### src/rtl/fifo_stream_reader_if.sv
// fifo_stream_reader_if
// Bundles the FIFO read port and the downstream valid/ready stream of the
// FIFO stream reader.
//   fifo_empty  FIFO empty flag                      (FIFO -> reader)
//   fifo_rdata  FIFO registered read data            (FIFO -> reader)
//   fifo_cs     FIFO chip select                     (reader -> FIFO)
//   fifo_rd_en  FIFO read request                    (reader -> FIFO)
//   m_valid     stream data valid                    (reader -> sink)
//   m_data      stream data                          (reader -> sink)
//   m_ready     sink accepts                         (sink -> reader)
// master: the reader side. slave: the FIFO plus stream sink side.
interface fifo_stream_reader_if #(
    parameter int unsigned DATA_WIDTH = 32
);
    logic                  fifo_empty;
    logic [DATA_WIDTH-1:0] fifo_rdata;
    logic                  fifo_cs;
    logic                  fifo_rd_en;
    logic                  m_valid;
    logic [DATA_WIDTH-1:0] m_data;
    logic                  m_ready;

    modport master (
        input  fifo_empty,
        input  fifo_rdata,
        input  m_ready,
        output fifo_cs,
        output fifo_rd_en,
        output m_valid,
        output m_data
    );

    modport slave (
        output fifo_empty,
        output fifo_rdata,
        output m_ready,
        input  fifo_cs,
        input  fifo_rd_en,
        input  m_valid,
        input  m_data
    );
endinterface

### src/rtl/fifo_stream_reader.sv
// fifo_stream_reader
// Drains a synchronous FIFO (one-cycle registered read data) onto a
// valid/ready stream. A two-entry buffer absorbs the read latency so one word
// per cycle flows with no backpressure, and no word is lost or duplicated
// under arbitrary backpressure.
// Ports:
//   clk         clock, rising edge
//   rst         synchronous active-high reset
//   en_i        read enable; low blocks new FIFO reads, buffered data still drains
//   bus         fifo_stream_reader_if.master (FIFO read port + output stream)
//   rd_count_o  number of delivered words, wraps modulo 2^CNT_WIDTH
module fifo_stream_reader #(
    parameter int unsigned DATA_WIDTH = 32,
    parameter int unsigned CNT_WIDTH  = 16
) (
    input  logic                 clk,
    input  logic                 rst,
    input  logic                 en_i,
    fifo_stream_reader_if.master bus,
    output logic [CNT_WIDTH-1:0] rd_count_o
);

    logic [1:0]            occ_q, occ_d, occ_pop;
    logic                  inflight_q, inflight_d;
    logic [DATA_WIDTH-1:0] buf_q [2];
    logic [DATA_WIDTH-1:0] buf_d [2];
    logic [CNT_WIDTH-1:0]  cnt_q, cnt_d;
    logic [1:0]            pending;
    logic                  pop;
    logic                  room;
    logic                  issue;

    assign pop     = (occ_q != 2'd0) && bus.m_ready;
    // Words already committed to the buffer: held plus the one arriving now.
    assign pending = occ_q + {1'b0, inflight_q};
    assign room    = (pending < 2'd2);
    // The pop term lets a read go out in the same cycle a full buffer drains,
    // so releasing backpressure does not create a bubble.
    assign issue   = !rst && en_i && !bus.fifo_empty && (room || pop);

    assign bus.fifo_rd_en = issue;
    assign bus.fifo_cs    = issue;
    assign bus.m_valid    = (occ_q != 2'd0);
    assign bus.m_data     = buf_q[0];
    assign rd_count_o     = cnt_q;

    always_comb begin
        buf_d      = buf_q;
        occ_pop    = occ_q - {1'b0, pop};
        occ_d      = occ_pop;
        inflight_d = issue;
        cnt_d      = cnt_q + {{(CNT_WIDTH-1){1'b0}}, pop};
        // Pop first so the capture lands directly behind the surviving head.
        if (pop) begin
            buf_d[0] = buf_q[1];
        end
        if (inflight_q) begin
            buf_d[occ_pop[0]] = bus.fifo_rdata;
            occ_d             = occ_pop + 2'd1;
        end
    end

    always_ff @(posedge clk) begin
        if (rst) begin
            occ_q      <= 2'd0;
            inflight_q <= 1'b0;
            buf_q[0]   <= '0;
            buf_q[1]   <= '0;
            cnt_q      <= '0;
        end else begin
            occ_q      <= occ_d;
            inflight_q <= inflight_d;
            buf_q      <= buf_d;
            cnt_q      <= cnt_d;
        end
    end

    // A capture into a full buffer would overwrite an undelivered word.
    always_ff @(posedge clk) begin
        if (!rst) begin
            overflow_check: assert (!(inflight_q && occ_pop == 2'd2));
        end
    end

endmodule

### src/flat_wrapper.sv
// flat-port wrapper written by rule: the top's interface ports become plain ports
module fifo_stream_reader_flat 
#(
    parameter int unsigned DATA_WIDTH = 32,
    parameter int unsigned CNT_WIDTH  = 16
)
  (clk, rst, en_i, rd_count_o, bus_fifo_empty, bus_fifo_rdata, bus_m_ready, bus_fifo_cs, bus_fifo_rd_en, bus_m_valid, bus_m_data);
  fifo_stream_reader_if #(.DATA_WIDTH(DATA_WIDTH)) bus_i ();
  input  logic clk;
  input  logic rst;
  input  logic en_i;
  output logic [CNT_WIDTH-1:0] rd_count_o;
  input wire logic [$bits(bus_i.fifo_empty)-1:0] bus_fifo_empty;
  input wire logic [$bits(bus_i.fifo_rdata)-1:0] bus_fifo_rdata;
  input wire logic [$bits(bus_i.m_ready)-1:0] bus_m_ready;
  output wire logic [$bits(bus_i.fifo_cs)-1:0] bus_fifo_cs;
  output wire logic [$bits(bus_i.fifo_rd_en)-1:0] bus_fifo_rd_en;
  output wire logic [$bits(bus_i.m_valid)-1:0] bus_m_valid;
  output wire logic [$bits(bus_i.m_data)-1:0] bus_m_data;
  assign bus_i.fifo_empty = bus_fifo_empty;
  assign bus_i.fifo_rdata = bus_fifo_rdata;
  assign bus_i.m_ready = bus_m_ready;
  assign bus_fifo_cs = bus_i.fifo_cs;
  assign bus_fifo_rd_en = bus_i.fifo_rd_en;
  assign bus_m_valid = bus_i.m_valid;
  assign bus_m_data = bus_i.m_data;
  fifo_stream_reader #(.DATA_WIDTH(DATA_WIDTH), .CNT_WIDTH(CNT_WIDTH)) u_core (.clk(clk), .rst(rst), .en_i(en_i), .bus(bus_i), .rd_count_o(rd_count_o));
endmodule
### config.mk
export PLATFORM = sky130hd
export DESIGN_NAME = fifo_stream_reader_flat
export DESIGN_NICKNAME = d
export VERILOG_FILES = /design/src/rtl/fifo_stream_reader_if.sv /design/src/rtl/fifo_stream_reader.sv /design/src/flat_wrapper.sv
export SDC_FILE = /design/constraint.sdc
export NUM_CORES = 1
export LEC_CHECK = 0
export CAP_MARGIN = 30
export CORE_AREA = 2 2 86 88
export DETAILED_ROUTE_END_ITERATION = 10
export DIE_AREA = 0 0 88 90
export PLACE_DENSITY = 0.8
export SYNTH_ARGS = -nofsm -noshare
export SYNTH_HDL_FRONTEND = slang
export SYNTH_SLANG_ARGS = --single-unit
### constraint.sdc
create_clock -name clk -period 3.45 [get_ports clk]
set_input_delay 0.345 -clock clk [delete_from_list [all_inputs] [get_ports clk]]
set_output_delay 0.345 -clock clk [all_outputs]
set_load 0.05 [all_outputs]
==> flow_summary.ini <==
[logic_synthesis]
syn_inst = 414
ys_seq_area_share_pct = 45.64
synth_top_area_share_pct = 45.64
synth.area.top_cells = dfxtp_1 (46%), mux2i_1 (8.8%), a311oi_1 (7.7%), nor2_1 (7.5%), nand2_1 (7.2%)
yosys.area_share.adder_pct = 1.375
synth_compound_area_share_pct = 10.69
yosysTopAreaCell = dfxtp_1
syn_area_um2 = 3641
synth_ff_type = dfxtp_1
ys.warnings.count = 0
synth_xor_area_share_pct = 1.443
synthArstFlopShare_pct = 0
syn_nets = 455
syn_area_per_cell_um2 = 8.795
ys_ff_latch = 83
ys_types = 30
yosysMostFrequentCell = dfxtp_1
synth_top_family_by_area = simple AND/OR/NAND/NOR gates
synth_edf_count = 0
synthSimpleGateAreaFrac_pct = 20.21
synthMuxAreaShare_pct = 10.03
synth_common_cells = dfxtp_1 (83), nor2_1 (73), nand2_1 (70), buf_4 (33)

[min_path]
hp-class = input port to flip-flop

[cts]
cts_buffers = 9
cts_resized = 0
clk_pin_slew_ns = 0.08
insertion_delay_ns = 0.34
ctsHoldBuffers = 0
cts_tree = yes
clockBufferDepth = 2
cts-root-buf = clkbuf_8
cts.sink_count = 83
post-cts-setup-buffers = 0
htreeDepth = 3

[pwr]
clockPowerShare_pct = 33.2
ir_drop_uv = 373.5
p_comb_share_pct = 25.6
power_uw = 2662
intPower_uw = 1839
seqPwrFrac_pct = 41.1
power.density_nw_per_um2 = 581.0
power.leakage_uw = 0.001595
p_sw_share_pct = 30.91
p_sw_uw = 822.8

[floorplanning]
core_area_um2 = 7020
row_count = 31
pin_count = 88
dieArea_um2 = 7920
die_h_um = 90
fp.dieW_um = 88
start_util_pct = 51.86

[cells_and_area]
fin_nets = 499
diodes = 0
synthToLayoutAreaGrowth_pct = 25.84
drive_above_1_share_pct = 6.479
register_area_um2 = 1662
multiInputGateArea_um2 = 1598
fillers = 564
fin_area_um2 = 4582

[sta]
finClkSkew_ns = 0.009246
finalCritPeriodShare_pct = 68.39
setup_tns_ns = 0
worst_pin_slew_ns = 0.8572
fmax_mhz = 423.9
hold_slack_ns = 0.3073
hold_viol = 0
fin_crit_ns = 2.359
drv_slew = 0
finalSetupViolCount = 0
setup_slack_ns = 1.091
max_slew_margin_pct = 42.85
rsz0062_at_grt = no

[placed_design]
portBuffers = 87
dp_hpwl_um = 4942
gp_congestion = 0.7435
dp_slack_ns = 0.7364
place_area_um2 = 4325

[route]
drtAntennaViolNets = 0
wl_um = 7482
firstDrtPassIters = 4
vias = 2897
drt_iter0_drc = 163
drc = 0
viasPerCell = 5.155
wl_per_cell_um = 13.31

[setup_path]
arrival_ns = 2.59
cp_max_fo = 33
cpMaxStageDelayCell = clkdlybuf4s50_1
crit_family = buffers and inverters
worst-endpoint-required_ns = 3.68
endpoint_kind = flip-flop
max_stage_delay_ns = 0.53
worstPathCellList = clkdlybuf4s50_1 > o21ai_2 > inv_2 > ha_1 > nand2_2 > buf_12 > nor2_1 > a311oi_1
worstSetupPathType = input port to flip-flop
critPathLaunchType = input port
critPathBufInv = 3

[global_route]
grt_usage_pct = 19.65
grt_pass1_wl_um = 12680
antenna_found_initial = 0
grt_overflow = 0
grt_max_degree = 87
grt_pass1_vias = 2870

[outcome]
status = complete, no violations

[job]
cap_violations = 0
layer usage:
layer	vias to the layer above	track usage (%)	part of all wire, %
li1	1471	-	-
met2	59	32.58	49
met1	1361	25.27	46
met3	6	4.316	3.6
met4	0	5.897	0.98
met5	-	0	0
cell type report:
type | instances | share of cell area [%]
Timing Repair Buffer | 93 | 20.15
Clock buffer | 11 | 2.867
Tap cell | 99 | 2.703
Inverter | 5 | 0.4096
Clock inverter | 5 | 2.731
Sequential cell | 83 | 36.26
Multi-Input combinational cell | 266 | 34.87
kinds of logic (layout without fill, tap and decap cells):
logic type	after synthesis	in the layout
AND/OR/NAND/NOR	171	171
flip-flops	83	83
buffers and inverters	65	114
AO/OA/AOI/OAI	49	49
multiplexers	36	36
XOR/XNOR	6	6
adder cells (fa/ha/maj)	4	4
worst reg2reg max path, cell delays in order (launching register included):
cell	delay (ns)
dfxtp_1	0.44
o21ai_2	0.10
inv_2	0.23
ha_1	0.33
nand2_2	0.47
buf_12	0.27
nor2_1	0.07
a311oi_1	0.26
cell usage in the layout (no fill, tap or decap):
cell type and n:
nor2_1 73, or4_1 4, nor2b_1 8, clkbuf_1 2, ha_1 3, nand4_2 2, o211a_1 2, inv_2 1
clkdlybuf4s50_1 86, bufinv_16 4, buf_2 1, nand2_2 1, nand3_1 5, mux2i_1 32, nand4_1 1, nor4_1 2
a311oi_1 32, ha_2 1, o31ai_1 4, buf_12 1, a21oi_1 7, buf_4 5, nand2_1 69, clkbuf_8 9
nor4_2 2, o21ai_2 1, xnor2_1 2, or3_1 3, dfxtp_1 83, clkinv_2 1, mux2_1 4, or2_2 1
xor2_1 4, inv_1 4, o21ai_0 3
metrics by stage:
step,util [%],cells
final,65.26,562
after global routing,65.26,562
after CTS,65.26,562
after detailed placement,61.61,546
after global placement,61.61,546
after floorplan,-,414
power groups by stage:
stage / sequential, uW / combinational, uW / clock (uW)
global placement: 1110 / 675 / 0
finish: 1090 / 683 / 885
CTS: 1100 / 689 / 904
global route: 1110 / 732 / 940
floorplan: 1120 / 519 / 0
detailed placement: 1120 / 687 / 0
path summary, 6_finish.rpt:
| kind | startpoint | endpoint | slack, ns | depth (start not counted) |
|---|---|---|---|---|
| worst max-delay path | bus_m_ready | u_core.bus.m_data[22] | 1.09 | 8 |
| worst max register to register | u_core.occ_q[1] | u_core.bus.m_data[22] | 1.16 | 7 |
| worst min-delay path | rst | u_core.inflight_q | 0.31 | 3 |
| worst min register to register | flip-flop | u_core.bus.m_data[5] | 0.47 | 2 |
Note: power is estimated with default switching activity, not from simulation.
==> RTL change, RTL diff (same settings) <==
`DATA_WIDTH` is set to 32 in 3 places; all go to 24.
--- a/src/rtl/fifo_stream_reader_if.sv
+++ b/src/rtl/fifo_stream_reader_if.sv
@@ -12,3 +12,3 @@
 interface fifo_stream_reader_if #(
-    parameter int unsigned DATA_WIDTH = 32
+    parameter int unsigned DATA_WIDTH = 24
 );
--- a/src/rtl/fifo_stream_reader.sv
+++ b/src/rtl/fifo_stream_reader.sv
@@ -12,3 +12,3 @@
 module fifo_stream_reader #(
-    parameter int unsigned DATA_WIDTH = 32,
+    parameter int unsigned DATA_WIDTH = 24,
     parameter int unsigned CNT_WIDTH  = 16
--- a/src/flat_wrapper.sv
+++ b/src/flat_wrapper.sv
@@ -3,3 +3,3 @@
 #(
-    parameter int unsigned DATA_WIDTH = 32,
+    parameter int unsigned DATA_WIDTH = 24,
     parameter int unsigned CNT_WIDTH  = 16
Interface: changed (resized bus_fifo_rdata and bus_m_data); port bits go from 88 to 72. No check against the original RTL was run, so the function may have changed too.
==> RTL change against the original RTL <==
Sequential power fell by 19%; final cell count down 15%; die area is the same; area after synthesis shrank 19%; worst setup slack gained 0.054 ns; wire length decreased by 18%; design area fell by 17%; power decreased by 19%; sequential cell count down 16; sequential share of layout area is 0.81 points lower; critical endpoint is now bus_fifo_cs; largest cell class unchanged; largest power group unchanged.
==> RTL change: results (changes against the original RTL) <==
| Metric | Value |
|---|---|
| Worst slew pin tran | `0.749 ns (was 0.857 ns)` |
| Commonest cells post-synth | `67 x dfxtp_1, 57 x nor2_1, 53 x nand2_1 (was 83 x dfxtp_1, 73 x nor2_1, 70 x nand2_1)` |
| Clock Root Buffer | `clkbuf_8 (unchanged)` |
| CTS max path bufs | `2 (unchanged)` |
| Crit Path Max Fanout | `4 (was 33)` |
| Initial DRC Count | `91 (was 163)` |
| Port buffer count | `71 (was 87)` |
| CP max-delay cell | `clkdlybuf4s50_1 (unchanged)` |
| Largest net degree at the start of global routing | `71 (was 87)` |
| Initial DRT Pass Iterations | `4 (unchanged)` |
| Status | `finished, final reports clean (unchanged)` |
| Synth unique cells | `30 (unchanged)` |
| Worst R2R Start | `u_core.occ_q[1] (unchanged)` |
| Min-Delay Path Depth | `3 (unchanged)` |
| Largest cells by area after synthesis | `dfxtp_1 45%, mux2i_1 8.1%, nor2_1 7.2% (was dfxtp_1 46%, mux2i_1 8.8%, a311oi_1 7.7%)` |
| Antenna Cells | `0 (unchanged)` |
| Maximum vdd drop | `0.309 mV (was 0.373 mV)` |
| Reg2Reg Depth | `7 (unchanged)` |
| Synth Area in XOR/XNOR | `0.0178 (was 0.0144)` |
| Vias post-DR | `2390 (was 2897)` |
| Placer Congestion | `0.694 (was 0.744)` |
| Synthesized Nets | `369 (was 455)` |
| HPWL after detailed placement | `4070 microns (was 4940 microns)` |
| CTS clk-pin slew, worst paths | `0.07 ns` |
| Htree depth | `3 (unchanged)` |
| Most used DFF post-synth | `dfxtp_1 (unchanged)` |
| Clock Latency Late Sink | `0.33 ns` |
| Ys async rst share | `0 (unchanged)` |
| Leak pwr | `0.00131 uW (was 0.00160 uW)` |
| CP max stage delay | `0.80 ns (was 0.53 ns)` |
| Worst Min Path Start | `rst (unchanged)` |
| Fill count | `645 (was 564)` |
| Worst R2R Setup Slack | `1.34 ns (was 1.16 ns)` |
| Layout cell share with drive strength beyond 1 | `0.0709 (was 0.0648)` |
| Total CTS buffers | `9 (unchanged)` |
| First-pass GRT wire length | `10400 microns (was 12700 microns)` |
| Nets | `409 (was 499)` |
| Clock skew | `0.0115 ns (was 0.00925 ns)` |
| Number of setup buffers added after CTS | `0 (unchanged)` |
| Synth Area in Compound Gates | `0.108 (was 0.107)` |
| Yosys warnings | `0 (unchanged)` |
| HP Class | `input pin to flop (unchanged)` |
| Post-cts gate resize count | `0 (unchanged)` |
| All-Layer GR Usage | `0.163 (was 0.196)` |
| Post-Synth Adder-Cell Area | `0.0169 (was 0.0137)` |
| Sequential share of the synthesized area | `0.453 (was 0.456)` |
| Mux share of post-synthesis cell area | `0.0964 (was 0.100)` |
| Vias in the first global route | `2321 (was 2870)` |
| TNS Setup | `0 ns (unchanged)` |
| Crit path DAT | `1.96 ns (was 2.59 ns)` |
| Drt total wl | `6130 microns (was 7480 microns)` |
RTL change: layer usage:
layer | track usage | share of wire | wire (microns) | up-vias
li1 | - | - | - | 1204
met1 | 0.200 | 0.45 | 2790 | 1131
met2 | 0.273 | 0.48 | 2970 | 51
met3 | 0.0404 | 0.054 | 331 | 4
met4 | 0.0603 | 0.0082 | 50 | 0
met5 | 0 | 0 | 0 | -
RTL change: cell families after synthesis:
kind of cell / count (synthesis)
buf+inv: 52
xor+xnor: 6
fa+ha+maj: 4
simple gates: 138
compound gates: 41
mux: 28
flops: 67
RTL change: final cells by class:
class,count,share of cell area
Sequential cell,67,0.354
Multi-Input combinational cell,217,0.349
Timing Repair Buffer,75,0.198
Clock buffer,12,0.0410
Tap cell,99,0.0327
Clock inverter,4,0.0192
Inverter,6,0.00595
RTL change: worst max-delay path by stage:
| stage | slack (ns) | cells past startpoint | endpoint | start |
|---|---|---|---|---|
| after global placement | 1.0 | 8 | flop | bus_m_ready |
| final | 1.14 | 4 | bus_fifo_cs | u_core.occ_q[0] |
| after global routing | 1.04 | 4 | bus_fifo_cs | u_core.occ_q[0] |
| after floorplan | 1.35 | 10 | flop | u_core.occ_q[0] |
| after CTS | 1.10 | 4 | bus_fifo_cs | u_core.occ_q[0] |
| after detailed placement | 0.93 | 8 | flop | bus_m_ready |
RTL change: through the flow:
stage	cells	hold WS, ns	area (sq um)	setup slack [ns]
floorplan	336	0.454	2960	1.35
finish	480	0.354	3780	1.14
global route	480	0.366	3780	1.04
global placement	464	0.461	3560	0.997
detailed placement	464	0.466	3560	0.931
CTS	480	0.342	3780	1.10
RTL change: power breakdown:
group	switching [uW]	internal (uW)	leakage, uW	total (uW)
clock	289	446	0.000113	735
combinational	351	198	0.000654	549
sequential	40.9	840	0.000543	881
RTL change: worst max-delay path: cells and delay by family (launching register included):
family                 cells  cell delay [ns]
XOR/XNOR                   1             0.18
flip-flops                 1             0.39
buffers and inverters      1             0.80
AO/OA/AOI/OAI              1             0.18
AND/OR/NAND/NOR            1             0.08
